<file path="config.mk">
export PLATFORM = sky130hd
export DESIGN_NAME = register_file
export DESIGN_NICKNAME = d
export VERILOG_FILES = /design/src/rtl/register_file_pkg.sv /design/src/rtl/register_file.sv
export SDC_FILE = /design/constraint.sdc
export NUM_CORES = 2
export LEC_CHECK = 0
export BUFFER_PORTS_ARGS = -buffer_cell sky130_fd_sc_hd__clkbuf_2
export CAP_MARGIN = 20
export CORE_MARGIN = 3
export CORE_UTILIZATION = 55
export DETAILED_ROUTE_END_ITERATION = 10
export GPL_TIMING_DRIVEN = 0
export PLACE_DENSITY_LB_ADDON = 0.3
export RECOVER_POWER = 100
export REMOVE_ABC_BUFFERS = 1
export SLEW_MARGIN = 0
export SYNTH_ARGS = -nofsm -noshare
export SYNTH_HDL_FRONTEND = slang
export SYNTH_SLANG_ARGS = --single-unit
</file>
<file path="constraint.sdc">
create_clock -name clk_in -period 4.1 [get_ports clk_in]
set_input_delay 0.82 -clock clk_in [delete_from_list [all_inputs] [get_ports clk_in]]
set_output_delay 0.82 -clock clk_in [all_outputs]
set_load 0.02 [all_outputs]
</file>
<file path="src/rtl/register_file_pkg.sv">
// Shared core constants used by the register file, reorder buffer and
// Dispatcher.
//   XLEN       : architectural data width
//   NUM_REGS   : number of architectural registers (x0..x31)
//   ROB_IDX_W  : reorder-buffer index width
//   REG_IDX_W  : register index width (always 5)
package register_file_pkg;
  localparam int XLEN      = 32;
  localparam int NUM_REGS  = 32;
  localparam int ROB_IDX_W = 3;
  localparam int REG_IDX_W = 5;
endpackage

</file>
<file path="src/rtl/register_file.sv">
// Architectural register file with rename status for the Tomasulo core.
// Each register carries a value, a busy bit and the RoB tag of its pending
// producer. Commits from the reorder buffer write values; the Dispatcher
// renames destinations. Two combinational read ports return either a ready
// value or the RoB tag to wait on, with a bypass for the commit in flight.
//   clk_in, rst_n_in      : clock, async active-low reset
//   rdy_in                : global enable (low freezes state, reads stay live)
//   RF_update_*           : commit write (en, reg, RoB index, data)
//   rename_*              : destination claim (en, reg, RoB index)
//   flush_signal          : misprediction flush, clears every busy bit
//   rs1_reg / rs2_reg     : read addresses
//   rsN_busy/value/tag    : read results
module register_file
  import register_file_pkg::*;
#(
  parameter int RoB_WIDTH = ROB_IDX_W,
  parameter int REG_COUNT = NUM_REGS
) (
  input  logic                 clk_in,
  input  logic                 rst_n_in,
  input  logic                 rdy_in,
  input  logic                 RF_update_en,
  input  logic [4:0]           RF_update_reg,
  input  logic [RoB_WIDTH-1:0] RF_update_index,
  input  logic [31:0]          RF_update_data,
  input  logic                 rename_en,
  input  logic [4:0]           rename_reg,
  input  logic [RoB_WIDTH-1:0] rename_index,
  input  logic                 flush_signal,
  input  logic [4:0]           rs1_reg,
  input  logic [4:0]           rs2_reg,
  output logic                 rs1_busy,
  output logic                 rs2_busy,
  output logic [31:0]          rs1_value,
  output logic [31:0]          rs2_value,
  output logic [RoB_WIDTH-1:0] rs1_tag,
  output logic [RoB_WIDTH-1:0] rs2_tag
);

  localparam int RD_W = 1 + RoB_WIDTH + XLEN;

  logic [REG_COUNT-1:0][XLEN-1:0]      value_q, value_d;
  logic [REG_COUNT-1:0]                busy_q,  busy_d;
  logic [REG_COUNT-1:0][RoB_WIDTH-1:0] tag_q,   tag_d;

  logic cmt_ok, ren_ok;
  assign cmt_ok = RF_update_en && (RF_update_reg != '0);
  assign ren_ok = rename_en && (rename_reg != '0);

  // Ordering below encodes the edge priority: commit clear first, rename
  // overrides it, flush overrides both for busy. Values are never touched
  // by flush or rename.
  always_comb begin
    value_d = value_q;
    busy_d  = busy_q;
    tag_d   = tag_q;
    if (rdy_in) begin
      if (cmt_ok) begin
        value_d[RF_update_reg] = RF_update_data;
        // Only the producer we are waiting on may release the register.
        if (tag_q[RF_update_reg] == RF_update_index)
          busy_d[RF_update_reg] = 1'b0;
      end
      if (flush_signal) begin
        busy_d = '0;
      end else if (ren_ok) begin
        busy_d[rename_reg] = 1'b1;
        tag_d[rename_reg]  = rename_index;
      end
    end
  end

  always_ff @(posedge clk_in or negedge rst_n_in) begin
    if (!rst_n_in) begin
      value_q <= '0;
      busy_q  <= '0;
      tag_q   <= '0;
    end else begin
      value_q <= value_d;
      busy_q  <= busy_d;
      tag_q   <= tag_d;
    end
  end

  // Shared lookup for both ports: {busy, tag, value}. Reads see current
  // storage only (a same-cycle rename is invisible), except that a matching
  // commit in flight is forwarded as ready.
  function automatic logic [RD_W-1:0] rd_lookup(input logic [4:0] r);
    logic [RD_W-1:0] res;
    if (r == '0)
      res = '0;
    else if (RF_update_en && (RF_update_reg == r) && busy_q[r] &&
             (tag_q[r] == RF_update_index))
      res = {1'b0, tag_q[r], RF_update_data};
    else
      res = {busy_q[r], tag_q[r], value_q[r]};
    return res;
  endfunction

  assign {rs1_busy, rs1_tag, rs1_value} = rd_lookup(rs1_reg);
  assign {rs2_busy, rs2_tag, rs2_value} = rd_lookup(rs2_reg);

endmodule

</file>
==> out/qor.yml <==
outcome:
  status: "finished with violations"
  violations: "max-capacitance violations, max-slew violations, negative setup slack"
place:
  post-place-ws_ps: -2440
  gp_congestion: 0.862
  dpl-instance-area_um2: 66500
  port_buffers: 135
  dp_hpwl_um: 108000
drt:
  post-route-drc-count: 0
  wire_per_inst_um: 34.7
  ant_nets: 0
  via_per_inst: 7.19
  wirelength_um: 199000
  drtIter0Drc: 5036
  drtPass1Iterations: 8
  vias: 41300
pwr:
  vdd_ir_drop_max_mv: 0.431
  p_leak_uw: 0.0325
  p_switching_uw: 8340
  pwr-share-clk_pct: 38.3
  swShare_pct: 26.2
  p_total_uw: 31800
  power_frac_comb_pct: 18.3
  p_int_uw: 23500
  power_density_nw_per_um2: 439
  pwr-share-seq_pct: 43.4
global_routing:
  antenna_found_initial: 3
  grt_start_max_net_pins: 111
  grt_usage_pct: 33.1
  grt_pass1_wl_um: 291000
  grt_overflow: 0
  grt_pass1_vias: 42600
yosys:
  netlist_area_um2: 63500
  synth_edf_count: 0
  synth.distinct_cells: 59
  ys.flop_type: "dfrtp_1"
  yosys.area.top_type: "dfrtp_1"
  synth_cells: 4159
  synth_seq_cells: 1152
  synth.area.top_cells: "dfrtp_1, mux4_2, mux2_2, mux2i_1, clkbuf_1"
  synth.top_cell.area_share_pct: 45.4
  async_flop_share_pct: 100
  synth_area_per_cell_um2: 15.3
  yosys_warnings: 0
  ys_seq_area_share_pct: 45.4
final_layout:
  num-fill-cells: 8143
  mostFrequentLayoutCell: "dfrtp_1"
  drive_above_1_share_pct: 57.4
  area_growth_syn_to_layout_pct: 14.0
  stdcell_area_um2: 72500
  layout.nets: 4192
  mostFrequentLayoutCells: "dfrtp_1, mux2_2, mux4_2"
critical_path:
  cp_data_arrival_time_ps: 3980
  critPathCapture: "rs2_value[19]"
  startpoint: "rs2_reg[1]"
  rrSetupSlack_ps: 650
  path_max_fanout: 11
  path_class: "primary input to output pin"
  reg2reg_to: "busy_q[15]$_DFFE_PN0P_"
  crit_required_ps: 3280
  cp-end-kind: "output pin"
  r2r_cells: 9
  r2r_start: "tag_q[21]$_DFFE_PN0P_"
  critPathLaunchType: "primary input"
sta:
  slew_headroom_pct: -21.4
  timing.final.hold_violations: 0
  finalCritPeriodShare_pct: 117
  setup_viol: 303
  min_period_ps: 4800
  max_freq_mhz: 208
  grt_setup_unrepaired: "yes"
  holdWs_ps: 162
  tightest_slew_ps: 1810
  setup_ws_ps: -697
  slew_viol_final: 486
  skew_ps: 42.8
worst_hold_path:
  hold_path_class: "primary input to async pin"
die:
  die_y_um: 346
  num_io_pins: 136
  start_util_pct: 55.5
  rows: 124
  die_area_um2: 120000
  core_um2: 115000
  fp.dieW_um: 346
cts:
  numCtsBuffers: 120
  clk_pin_slew_ps: 60
  cts_hold_buf: 0
  htree_levels: 3
  insertion_delay_ps: 740
  clock-root-buffer: "clkbuf_16"
  clockBufferDepth: 3
  cts_tree: "done"
  clkSinkCount: 1152
run:
  drv_cap: 16
-- per-layer routing --
| metal | up-vias | global-route usage (%) | share of wire (%) |
|---|---|---|---|
| met3 | 652 | 8.25 | 11 |
| met4 | 2 | 15.6 | 5.7 |
| met2 | 2464 | 48.4 | 44 |
| met1 | 22200 | 47.0 | 39 |
| li1 | 16000 | - | - |
| met5 | - | 1.40 | 0.0050 |
-- cell families after synthesis --
kind of cell           share of synthesized area (%)
flip-flops                                      45.4
multiplexers                                    46.9
XOR/XNOR                                       0.234
AO/OA/AOI/OAI                                   1.49
AND/OR/NAND/NOR                                 2.86
buffers and inverters                           3.17
-- state kept, by name, indices dropped and copies added (netlist names) --
signal   count
value_q   1024
busy_q      32
tag_q       96
-- power groups by stage --
stage	Sequential, µW	Clock (µW)	Combinational (µW)
floorplan	13600	0	3680
global placement	13800	0	5610
detailed placement	13900	0	5400
CTS	13700	12300	5750
global route	14000	12700	6160
finish	13800	12200	5820
-- critical path, stage by stage --
cell       delay (ps)
clkbuf_16         130
buf_16            150
bufbuf_16         330
mux2i_1           160
a22oi_2           240
a21oi_2           120
nor4_4            270
buf_4             210
nand4_1           170
nor4_4            370
buf_8             230
buf_8             200
mux2i_4           320
clkbuf_8          200
-- timing repair --
item / CTS / global route
setup endpoints to repair: 71 / 66
gates resized for setup: 150 / 108
setup buffers: 43 / 13
cloned: 37 / 3
pin swaps: 13 / 17
-- synth_stat cells, drive strengths merged, types with 2 or more instances --
cell type  number
a2111oi         2
a211oi          8
a21oi          14
a221oi          5
a22o            7
a22oi          24
a311oi          2
a31oi           6
and2           11
and3           11
and3b           2
and4b           2
buf           186
clkbuf        284
dfrtp        1152
inv             5
mux2         1151
mux2i         176
mux4          669
nand2         210
nand2b         14
nand3          19
nand3b          2
nand4          11
nor2           49
nor2b          19
nor3           13
nor3b           4
nor4            6
o2111ai         3
o211ai         20
o21ai          14
o22ai           2
o311ai         15
or2            10
or4             3
xnor2           6
xor2           11
-- stage by stage --
stage	cells	util (%)	setup TNS, ps
after floorplan	3689	-	-153360
after global placement	5336	56.0	-
after detailed placement	5421	58.1	-149890
after CTS	5728	63.7	-28910
after global routing	5746	63.3	-157050
final	5747	63.3	-68440
-- worst min-delay path by stage --
stage / start / to
after floorplan: value_q[0]$_DFFE_PN0P_ / value_q[0]$_DFFE_PN0P_
after global placement: value_q[5]$_DFFE_PN0P_ / value_q[5]$_DFFE_PN0P_
after detailed placement: value_q[20]$_DFFE_PN0P_ / value_q[20]$_DFFE_PN0P_
after CTS: rst_n_in / value_q[818]$_DFFE_PN0P_
after global routing: rst_n_in / value_q[818]$_DFFE_PN0P_
final: rst_n_in / value_q[914]$_DFFE_PN0P_
-- layout make-up --
class | count | area, µm² | area share (%)
multi-input combinational | 2532 | 33200 | 45.8
tap | 1512 | 1890 | 2.61
inverter | 5 | 33.8 | 0.0466
clock buffer | 169 | 3510 | 4.84
clock inverter | 59 | 926 | 1.28
antenna | 1 | 2.50 | 0.00345
sequential | 1152 | 28800 | 39.8
timing repair buffer | 317 | 4060 | 5.60
Power figures use the tool's default switching activity.
